File: src/rtl/iconn_switch_node.sv
// Buffered 2x2 routing node: per-input FIFOs, address-bit steering,
// per-output arbitration and registered valid/ready outputs.
module iconn_switch_node #(
    parameter int unsigned NODE_ADDR_WIDTH = 5,
    parameter int unsigned DATA_WIDTH      = 64,
    parameter int unsigned ADDR_BIT_ID     = 0,
    parameter int unsigned FIFO_DEPTH      = 2,
    parameter int unsigned ARB_MODE        = 1,
    parameter int unsigned CNT_WIDTH       = 16
) (
    input  logic                       clk,
    input  logic                       rst_n,
    input  logic [NODE_ADDR_WIDTH-1:0] ain [0:1],
    input  logic [DATA_WIDTH-1:0]      din [0:1],
    input  logic [1:0]                 din_valid,
    output logic [1:0]                 din_ready,
    output logic [NODE_ADDR_WIDTH-1:0] aout [0:1],
    output logic [DATA_WIDTH-1:0]      dout [0:1],
    output logic [1:0]                 dout_valid,
    input  logic [1:0]                 dout_ready,
    output logic [CNT_WIDTH-1:0]       conflict_cnt
);

    localparam int unsigned PTR_W = $clog2(FIFO_DEPTH);
    localparam int unsigned FCNT_W = $clog2(FIFO_DEPTH + 1);

    typedef struct packed {
        logic [NODE_ADDR_WIDTH-1:0] addr;
        logic [DATA_WIDTH-1:0]      data;
    } flit_t;

    flit_t             mem [2][FIFO_DEPTH];
    logic [PTR_W-1:0]  rd_ptr [2];
    logic [PTR_W-1:0]  wr_ptr [2];
    logic [FCNT_W-1:0] count [2];
    logic [1:0]        rr_ptr;

    flit_t      in_flit [2];
    flit_t      head [2];
    logic [1:0] full;
    logic [1:0] not_empty;
    logic [1:0] head_dst;
    logic [1:0] push;
    logic [1:0] pop;
    logic [1:0] req [2];
    logic [1:0] can_load;
    logic [1:0] grant_vld;
    logic [1:0] grant_src;
    logic [1:0] contested;

    assign din_ready = ~full;

    // FIFO status, head flits and routing decision per input
    always_comb begin
        for (int i = 0; i < 2; i++) begin
            in_flit[i]   = '{addr: ain[i], data: din[i]};
            head[i]      = mem[i][rd_ptr[i]];
            not_empty[i] = (count[i] != '0);
            full[i]      = (count[i] == FCNT_W'(FIFO_DEPTH));
            head_dst[i]  = head[i].addr[ADDR_BIT_ID];
            push[i]      = din_valid[i] && !full[i];
        end
    end

    // Per-output candidate selection and arbitration
    always_comb begin
        pop       = '0;
        grant_vld = '0;
        grant_src = '0;
        contested = '0;
        can_load  = '0;
        for (int i = 0; i < 2; i++) begin
            req[i] = '0;
        end
        for (int j = 0; j < 2; j++) begin
            can_load[j] = !dout_valid[j] || dout_ready[j];
            for (int i = 0; i < 2; i++) begin
                req[i][j] = not_empty[i] && (head_dst[i] == 1'(j)) && can_load[j];
            end
            contested[j] = req[0][j] && req[1][j];
            grant_vld[j] = req[0][j] || req[1][j];
            if (contested[j]) begin
                grant_src[j] = (ARB_MODE == 0) ? 1'b0 : rr_ptr[j];
            end else begin
                grant_src[j] = req[1][j];
            end
            if (grant_vld[j]) begin
                pop[grant_src[j]] = 1'b1;
            end
        end
    end

    // FIFO storage; occupancy is tracked separately so no reset is needed here
    always_ff @(posedge clk) begin
        for (int i = 0; i < 2; i++) begin
            if (push[i]) begin
                mem[i][wr_ptr[i]] <= in_flit[i];
            end
        end
    end

    // FIFO pointers and occupancy
    always_ff @(posedge clk or negedge rst_n) begin
        if (!rst_n) begin
            for (int i = 0; i < 2; i++) begin
                rd_ptr[i] <= '0;
                wr_ptr[i] <= '0;
                count[i]  <= '0;
            end
        end else begin
            for (int i = 0; i < 2; i++) begin
                if (push[i]) wr_ptr[i] <= wr_ptr[i] + PTR_W'(1);
                if (pop[i])  rd_ptr[i] <= rd_ptr[i] + PTR_W'(1);
                count[i] <= count[i] + FCNT_W'(push[i]) - FCNT_W'(pop[i]);
            end
        end
    end

    // Output registers: load on grant, clear when the downstream drains
    always_ff @(posedge clk or negedge rst_n) begin
        if (!rst_n) begin
            dout_valid <= '0;
            for (int j = 0; j < 2; j++) begin
                aout[j] <= '0;
                dout[j] <= '0;
            end
        end else begin
            for (int j = 0; j < 2; j++) begin
                if (grant_vld[j]) begin
                    aout[j]       <= head[grant_src[j]].addr;
                    dout[j]       <= head[grant_src[j]].data;
                    dout_valid[j] <= 1'b1;
                end else if (dout_ready[j]) begin
                    dout_valid[j] <= 1'b0;
                end
            end
        end
    end

    // Round-robin pointers move only on contested grants
    always_ff @(posedge clk or negedge rst_n) begin
        if (!rst_n) begin
            rr_ptr <= '0;
        end else begin
            for (int j = 0; j < 2; j++) begin
                if (ARB_MODE != 0 && contested[j]) begin
                    rr_ptr[j] <= ~grant_src[j];
                end
            end
        end
    end

    // Saturating count of cycles with a real arbitration loss
    always_ff @(posedge clk or negedge rst_n) begin
        if (!rst_n) begin
            conflict_cnt <= '0;
        end else if ((|contested) && (conflict_cnt != '1)) begin
            conflict_cnt <= conflict_cnt + CNT_WIDTH'(1);
        end
    end

endmodule

File: config.mk
export PLATFORM = sky130hd
export DESIGN_NAME = iconn_switch_node
export DESIGN_NICKNAME = d
export VERILOG_FILES = /design/src/rtl/iconn_switch_node.sv
export SDC_FILE = /design/constraint.sdc
export NUM_CORES = 1
export LEC_CHECK = 0
export ABC_AREA = 1
export CORE_UTILIZATION = 25
export CTS_CLUSTER_DIAMETER = 150
export DETAILED_ROUTE_END_ITERATION = 7
export MAX_ROUTING_LAYER = met4
export PLACE_DENSITY = 0.47
export SLEW_MARGIN = 20
export SYNTH_ARGS = -nofsm -noshare
export SYNTH_HDL_FRONTEND = slang
export SYNTH_SLANG_ARGS = --single-unit
File: constraint.sdc
create_clock -name clk -period 5.5 [get_ports clk]
set_input_delay 1.65 -clock clk [delete_from_list [all_inputs] [get_ports clk]]
set_output_delay 1.65 -clock clk [all_outputs]
set_load 0.005 [all_outputs]
==> impl_metrics.py <==
metrics = {
    "run_status": {
        "status": "finished, final reports clean",
    },
    "worst_setup_path": {
        "cpMaxStageDelayCell": "clkdlybuf4s50_1",
        "cp-start-kind": "primary input",
        "endpoint_kind": "register",
        "worst-path-buf-inv": 4,
        "crit_type": "primary input to register",
        "path_cells": "clkdlybuf4s50_1, inv_1, nand2_1, nand3_2, nand2_4, clkinv_2, buf_4, nand2_1, nand2_1",
        "path_max_fanout": 33,
        "cpLargestDelayFamily": "buffers and inverters",
        "rrSetupSlack_ns": 2.43,
        "crit_arrival_ns": 3.99,
        "r2r-start": "rd_ptr[1]",
        "rr_worst_depth": 8,
        "timing.rr.end": "dout[9]",
        "cp.required_ns": 5.96,
        "slowest_delay_ns": 0.49,
        "cp_common_cell": "nand2_1",
        "cp_num_cells": 9,
    },
    "synth": {
        "ys_seq_elements": 442,
        "yosysWarnings": 0,
        "synth_top_area_frac": 0.462,
        "synth_cell_types": 28,
        "synth_edf_count": 276,
        "synthTopCellsByCount": "nand2_1, edfxtp_1, dfrtp_1",
        "netlist_area_sq_um": 17900,
        "synth_area_leaders": "edfxtp_1, dfrtp_1, nand2_1, mux2i_1, nand3_1",
        "yosysSeqAreaShare": 0.694,
        "async_flop_share": 0.376,
        "syn_area_per_cell_sq_um": 11.6,
        "postSynthCellCount": 1541,
        "synth_most_common_cell": "nand2_1",
        "yosysTopAreaCell": "edfxtp_1",
        "syn-num-nets": 1690,
        "ys.flop_type": "edfxtp_1",
    },
    "clock_tree": {
        "holdBufCountCts": 0,
        "postCtsSetupBuffers": 0,
        "cts_tree": "done",
        "htree_levels": 2,
        "clockRootBuffer": "clkbuf_16",
        "cts_made_buffers": 53,
        "clock_path_buffers": 3,
        "path_clk_slew_ns": 0.06,
        "cts_resized": 0,
        "clock_sinks": 442,
        "clk_latency_ns": 0.59,
    },
    "floorplanning": {
        "die_h_um": 270,
        "io_pins": 302,
        "dieArea_sq_um": 72800,
        "start_util": 0.254,
        "rows": 97,
        "die_w_um": 270,
        "fp.coreArea_sq_um": 70500,
    },
    "pwr": {
        "p_leak_nw": 9.73,
        "clkPwrFrac": 0.232,
        "p_per_area_nw_per_um2": 621,
        "swShare": 0.385,
        "combPwrFrac": 0.401,
        "p_int_w": 0.00906,
        "pwr-share-seq": 0.366,
        "ir_worst_vdd_mv": 0.570,
        "power_switching_w": 0.00568,
    },
    "final_layout": {
        "final_area_sq_um": 23800,
        "nets": 1995,
        "drive_above_1_share": 0.0693,
        "fillCellCount": 6986,
        "fin_util": 0.337,
        "syn_to_final_growth_pct": 32.5,
    },
    "detailed_routing": {
        "wire_per_inst_um": 20.0,
        "drtIter0Drc": 775,
        "antenna_left": 0,
        "vias": 12400,
        "dr_wl_met3_mm": 3.09,
        "highest_layer": "met4",
        "wl_met2_mm": 28.0,
        "wl_met1_mm": 24.7,
        "wirelength_mm": 56.8,
        "drc": 0,
        "vias_per_cell": 4.38,
        "dr.pass1.iters": 6,
    },
    "sta": {
        "hold_viol_final": 0,
        "setup_tns_ns": 0,
        "fin_skew_ns": 0.0295,
        "report.final.slew_viol_count": 0,
        "fin_crit_sh": 0.642,
        "worst_pin_slew_ns": 1.15,
        "rsz0062_at_grt": "false",
        "whs_ns": 0.480,
        "final.min_clock_period_ns": 3.53,
        "layout_setup_ws_ns": 1.97,
        "max_freq_ghz": 0.283,
        "max_slew_margin": 0.235,
        "setup_viol": 0,
    },
    "placed_design": {
        "place_congestion": 0.772,
        "io_buffer_count": 301,
        "dp_slack_ns": 1.29,
        "hpwl_mm": 35.2,
        "postPlaceCellArea_sq_um": 22000,
    },
    "run": {
        "cap_violations": 0,
    },
    "grt": {
        "grt_pass1_vias": 13200,
        "antenna_found_initial": 8,
        "grt_max_degree": 80,
        "grt_usage": 0.161,
        "grt_overflow": 0,
        "grt_pass1_wl_mm": 85.5,
    },
    "hold_path": {
        "hold_class": "register to register",
        "hold_depth": 2,
        "min_to": "dout[26]",
        "min_from": "dout[26]",
    },
}
==> layout make-up <==
type                            instances  area (sq um)  area share
Timing Repair Buffer                  324          3230       0.136
Sequential cell                       442         12400       0.524
Antenna cell                            8          20.0    0.000843
Multi-Input combinational cell        996          5060       0.213
Clock buffer                           81          1560      0.0658
Tap cell                              940          1180      0.0495
Inverter                               29           111     0.00469
Clock inverter                         17           141     0.00595
==> cells in the final DEF, fill, tap and decap left out, drive strengths merged <==
cell type and count:
bufinv 1, a21oi 5, dfrtp 166, mux2i 136
nand3 148, clkdlybuf4s50 300, buf 23, clkinv 13
ha 5, nor3 2, diode 8, edfxtp 276
nand4 2, nor2 30, xnor2 9, clkinvlp 4
inv 28, xor2 10, nand2 643, o21ai 5
or2 1, clkbuf 82
==> tightest hold or removal path, delay by kind of cell, from the launching register on <==
kind | cells | cell delay, ns
simple gates | 2 | 0.11
flops | 1 | 0.34
==> power by group through the flow <==
| stage | sequential, W | clock (W) | combinational (W) |
|---|---|---|---|
| 5_1_grt | 0.00552 | 0.00365 | 0.00659 |
| 2_1_floorplan | 0.00524 | 0 | 0.00338 |
| 3_5_place_dp | 0.00547 | 0 | 0.00605 |
| 6_report | 0.00540 | 0.00342 | 0.00592 |
| 4_1_cts | 0.00543 | 0.00353 | 0.00606 |
| 3_3_place_gp | 0.00547 | 0 | 0.00597 |
==> kinds of logic (layout without fill, tap and decap cells) <==
kind of cell             count (synthesis)  count (layout)  synth area share
AO/OA/AOI/OAI                           10              10           0.00488
flip-flops                             442             442             0.694
multiplexers                           136             136            0.0759
adder cells (fa/ha/maj)                  5               5           0.00349
XOR/XNOR                                19              19           0.00928
AND/OR/NAND/NOR                        826             826             0.185
buffers and inverters                  103             451            0.0272
other                                    0               8                 0
==> sequential cells by signal, summed over array words and instances, names as in the netlist <==
register and cells:
dout_valid 2, aout 10, rd_ptr 2, dout 128
rr_ptr 2, mem 276, wr_ptr 2, conflict_cnt 16
count 4
==> layer usage <==
layer,up-vias,global-route usage
li1,5815,-
met1,6147,0.201
met2,381,0.267
met3,77,0.0308
met4,0,0.0417
met5,-,-
==> worst max path at each step <==
| stage | slack (ns) | end | start |
|---|---|---|---|
| 2_1_floorplan | 0.36 | mem[0][138] | din_valid[1] |
| 3_3_place_gp | 1.39 | dout[5] | dout_ready[1] |
| 3_5_place_dp | 1.29 | dout[14] | dout_ready[1] |
| 4_1_cts | 1.91 | dout[9] | dout_ready[1] |
| 5_1_grt | 1.81 | dout[6] | dout_ready[1] |
| 6_report | 1.97 | dout[9] | dout_ready[1] |
==> through the flow <==
stage                     power, W  std cells
after CTS                   0.0150       2829
after global placement      0.0114       2731
after global routing        0.0158       2837
after floorplan            0.00862       1541
after detailed placement    0.0115       2731
final                       0.0147       2837
Power figures use the tool's default switching activity.
